===== src/rtl/fnd_time_display.sv =====
// fnd_time_display: snapshots msec/sec/min/hour once per scan frame and multiplexes them onto a 4-digit common-anode 7-seg (in: clk, reset, i_mode, i_msec, i_sec, i_min, i_hour; out: o_fnd_comm active-low digit enable, o_fnd_font active-low dp+gfedcba)
module fnd_time_display #(
  parameter int SCAN_COUNT = 100_000,
  parameter int BLINK_HALF = 50,
  parameter int BLANK_LZ   = 1
) (
  input  logic       clk,
  input  logic       reset,
  input  logic       i_mode,
  input  logic [6:0] i_msec,
  input  logic [6:0] i_sec,
  input  logic [6:0] i_min,
  input  logic [4:0] i_hour,
  output logic [3:0] o_fnd_comm,
  output logic [7:0] o_fnd_font
);
  localparam int CW = SCAN_COUNT > 1 ? $clog2(SCAN_COUNT) : 1;
  logic [CW-1:0] scan_cnt;
  logic [1:0] digit_sel;
  logic s_mode;
  logic [6:0] s_msec, s_sec, s_min;
  logic [4:0] s_hour;
  logic scan_last;
  logic [6:0] left, right, left_c, right_c, val, tens, ones;
  logic [3:0] digit;
  logic [7:0] seg, font_nxt;
  logic [3:0] comm_nxt;
  assign scan_last = scan_cnt == CW'(SCAN_COUNT - 1);
  always_comb begin
    left     = s_mode ? {2'b00, s_hour} : s_sec;
    right    = s_mode ? s_min : s_msec;
    left_c   = left > 7'd99 ? 7'd99 : left;
    right_c  = right > 7'd99 ? 7'd99 : right;
    val      = digit_sel[1] ? left_c : right_c;
    tens     = val / 7'd10;
    ones     = val % 7'd10;
    digit    = digit_sel[0] ? tens[3:0] : ones[3:0];
    comm_nxt = ~(4'b0001 << digit_sel);
  end
  always_comb begin
    case (digit)
      4'd0:    seg = 8'hC0;
      4'd1:    seg = 8'hF9;
      4'd2:    seg = 8'hA4;
      4'd3:    seg = 8'hB0;
      4'd4:    seg = 8'h99;
      4'd5:    seg = 8'h92;
      4'd6:    seg = 8'h82;
      4'd7:    seg = 8'hF8;
      4'd8:    seg = 8'h80;
      default: seg = 8'h90;
    endcase
    font_nxt = (BLANK_LZ != 0) && s_mode && digit_sel == 2'd3 && tens == 7'd0 ? 8'hFF :
               digit_sel == 2'd2 && s_msec < 7'(BLINK_HALF) ? {1'b0, seg[6:0]} : seg;
  end
  always_ff @(posedge clk or posedge reset) begin
    if (reset) begin
      scan_cnt   <= '0;
      digit_sel  <= '0;
      s_mode     <= 1'b0;
      s_msec     <= '0;
      s_sec      <= '0;
      s_min      <= '0;
      s_hour     <= '0;
      o_fnd_comm <= 4'b1110;
      o_fnd_font <= 8'hC0;
    end else begin
      scan_cnt   <= scan_last ? '0 : scan_cnt + 1'b1;
      o_fnd_comm <= comm_nxt;
      o_fnd_font <= font_nxt;
      if (scan_last) digit_sel <= digit_sel + 2'd1;
      if (scan_last && digit_sel == 2'd3) begin
        s_mode <= i_mode;
        s_msec <= i_msec;
        s_sec  <= i_sec;
        s_min  <= i_min;
        s_hour <= i_hour;
      end
    end
  end
endmodule


===== config.mk =====
export PLATFORM = sky130hd
export DESIGN_NAME = fnd_time_display
export DESIGN_NICKNAME = d
export VERILOG_FILES = /design/src/rtl/fnd_time_display.sv
export SDC_FILE = /design/constraint.sdc
export NUM_CORES = 1
export LEC_CHECK = 0
export ABC_AREA = 1
export BUFFER_PORTS_ARGS = -buffer_cell sky130_fd_sc_hd__buf_2
export CAP_MARGIN = 20
export CELL_PAD_IN_SITES_DETAIL_PLACEMENT = 1
export CELL_PAD_IN_SITES_GLOBAL_PLACEMENT = 1
export CORE_ASPECT_RATIO = 0.8
export CORE_MARGIN = 2
export CORE_UTILIZATION = 40
export CTS_CLUSTER_SIZE = 40
export DETAILED_ROUTE_END_ITERATION = 12
export HOLD_SLACK_MARGIN = 0.15
export PLACE_DENSITY = 0.78
export SYNTH_ARGS = -nofsm -noshare
export SYNTH_HDL_FRONTEND = slang
export SYNTH_SLANG_ARGS = --single-unit

===== constraint.sdc =====
create_clock -name clk -period 3.6 [get_ports clk]
set_input_delay 1.08 -clock clk [delete_from_list [all_inputs] [get_ports clk]]
set_output_delay 1.08 -clock clk [all_outputs]
set_load 0.1 [all_outputs]

==> flow_summary.toml <==
[worst_setup_path]
cpPeakStageDelay_ns = 0.49
cp-end-kind = "register"
slowest_stage = "dfrtp_2"
critPathKind = "reg2reg"
cp-start-kind = "register"
cp_data_arrival_time_ns = 4.05
crit_required_ns = 3.84
cp_common_cell = "nand2_4"
cp_max_fo = 5

[yosys]
postSynthCellCount = 409
yosys_warnings = 0
yosysSeqAreaShare_pct = 41.6
avgSynthCellArea_um2 = 8.57
synth_enable_flop_cells = 0
ys_seq_elements = 58
async_flop_share_pct = 100
ys.flop_type = "dfrtp_1"
syn_area_um2 = 3500
synth.distinct_cells = 42
synthesis.nets = 450

[routing]
drtIter0Drc = 112
drt_first_pass_iters = 4
wl_per_cell_um = 18.6
via_count = 3277
via_per_inst = 5.14
drcViolationCount = 0
drt-total-wl_mm = 11.9
ant_nets = 0

[run]
max-cap-violations = 0

[cts]
cts_tree = "yes"
cts_buffers = 9
root_buffer = "clkbuf_8"
clk_latency_ns = 0.35
clk_pin_slew_ns = 0.08
clockBufferDepth = 2
ctsHoldBuffers = 0
h-tree-depth = 3
cts.sinks = 58

[power]
leakage_nw = 2.47
p_per_area_nw_per_um2 = 514
power.total_mw = 2.53
ir_worst_vdd_v = 0.000552

[final_layout]
multi_input_area_um2 = 2070
fill_cells = 992
utilization_pct = 58.1
layout.nets = 561
drive_gt1_share_pct = 48.0
final-instance-count-excl-fill = 637
area_delta_synth_final_pct = 40.6
n_antenna_cell = 0
regArea_um2 = 1460

[die]
dieHeight_um = 87.7
top_level_ports = 41
die-area_um2 = 9530
rows = 30
die_w_um = 109
start_util_pct = 41.3
core_area_um2 = 8480

[placed_design]
place_congestion = 0.879
numPortBuffers = 40
hpwl_mm = 7.13
dp.cells = 603

[global_route]
grt-ovfl-total = 0
grt_pass1_vias = 3513
grt_usage_pct = 24.3
grt_pass1_wl_mm = 17.6
antenna_found_initial = 0
grt_max_degree = 59

[status]
outcome = "finished with violations"
violations = "setup timing"

[timing]
clock.fmax_ghz = 0.262
slew_violations = 0
min_period_ns = 3.81
worst_pin_slew_ns = 0.758
max_slew_margin_pct = 49.5
post-route-period-util_pct = 106
fin_ws_ns = -0.211
hold_viol = 0
setup_viol = 8
rsz0062_at_grt = "true"
clock_skew_ns = 0.0154

[hold_path]
worstHoldPathType = "reg2reg"
[metrics by stage]
| stage | setup slack (ns) | TNS, ns | hold WS (ns) | cell area [um^2] |
|---|---|---|---|---|
| final | -0.211 | -1.13 | 0.476 | 4930 |
| after global placement | -0.0515 | -0.129 | 0.448 | 4190 |
| after CTS | -0.127 | -0.612 | 0.478 | 4740 |
| after detailed placement | -0.302 | -1.63 | 0.465 | 4190 |
| after floorplan | 0.00254 | 0 | 0.433 | 3520 |
| after global routing | -0.391 | -2.64 | 0.507 | 4930 |
[state kept, by name, summed over array words and instances (netlist names)]
name,flops
digit_sel,2
o_fnd_comm,4
o_fnd_font,8
s_hour,5
s_min,7
s_mode,1
s_msec,7
s_sec,7
scan_cnt,17
[layer usage]
metal | routed length, um | GRT usage (%) | up-vias
met3 | 459 | 6.10 | 29
met4 | 317 | 7.11 | 0
met1 | 4930 | 28.5 | 1623
met5 | 0 | 0 | -
li1 | - | - | 1536
met2 | 6170 | 44.0 | 89
[Yosys cell counts, types with 2 or more instances]
library cell   n  area, um^2
o21ai_0        5        25.0
o21ai_2        2        17.5
nand2_2       13        81.3
nor2_1        29         109
a21oi_1        9        45.0
nand4_1        3        18.8
dfrtp_1       53        1330
nor3_1         6        30.0
and3_1         2        12.5
nand3_2        8        80.1
nand2_1       90         338
clkbuf_1       2        7.51
nand3_4        2        35.0
buf_6          4        45.0
clkinv_1       3        11.3
inv_1         55         206
o21ai_1        6        30.0
inv_2          8        30.0
dfstp_2        5         131
mux2_2        27         304
nor2_2         4        25.0
xnor2_1        2        17.5
nand2_4        7        78.8
xor2_1         3        26.3
nand3_1       33         165
ha_1          12         150
[cell families (layout without fill, tap and decap cells)]
kind of cell	Yosys count	after routing	share of synthesized area [%]
AND/OR/NAND/NOR	202	202	29.0
multiplexers	28	28	8.96
buffers and inverters	73	189	8.71
AO/OA/AOI/OAI	31	31	6.18
adder cells (fa/ha/maj)	12	12	4.28
flip-flops	58	58	41.6
XOR/XNOR	5	5	1.25
[worst paths after layout]
check                                 startpoint                        to  slack [ns]  cells past startpoint
max reg2reg                   s_mode$_DFFE_PP0P_   o_fnd_font[3]$_DFF_PP0_       -0.21                     31
min in group asynchronous                  reset  digit_sel[1]$_DFFE_PP0N_        0.95                      3
max in group asynchronous                  reset        s_mode$_DFFE_PP0P_        2.13                      3
min                        scan_cnt[0]$_DFF_PP0_     scan_cnt[0]$_DFF_PP0_        0.48                      1
min reg2reg                scan_cnt[0]$_DFF_PP0_     scan_cnt[0]$_DFF_PP0_        0.48                      1
max                           s_mode$_DFFE_PP0P_   o_fnd_font[3]$_DFF_PP0_       -0.21                     31
[repair_timing]
action	in CTS	in global routing
resized for setup	46	35
setup endpoints to repair	8	8
pin swaps	21	27
gates cloned	1	0
buffers inserted	9	8
[area by class of cell]
cell class                 count  area share, %
multi-input combinational    278           41.9
tap                          112           2.84
clock inverter                 4           1.50
clock buffer                  12           3.15
timing repair buffer         107           15.7
inverter                      66           5.26
sequential                    58           29.6
[power breakdown]
part / internal, mW / switching (mW) / leakage (nW) / total, mW
registers: 0.701 / 0.0253 / 0.708 / 0.727
logic: 0.389 / 0.706 / 1.65 / 1.09
clock network: 0.428 / 0.282 / 0.117 / 0.710
[critical path: cells and delay by family, from the launching register on]
kind,cells,cell delay (ns)
flip-flops,1,0.49
AO/OA/AOI/OAI,2,0.29
adder cells (fa/ha/maj),3,0.59
AND/OR/NAND/NOR,19,1.63
buffers and inverters,7,0.69
[cell usage in the layout (no fill, tap or decap), types with 7 or more instances in the layout]
cell type,instances
nand3_2,12
nand2_1,77
a21oi_1,9
clkbuf_8,11
nor2_1,28
nand2_2,18
inv_1,48
buf_4,57
mux2_2,27
nand3_4,7
buf_6,7
nand3_1,24
dfrtp_1,52
buf_2,40
nand2_4,15
inv_2,13
(Power assumes the default switching activity.)
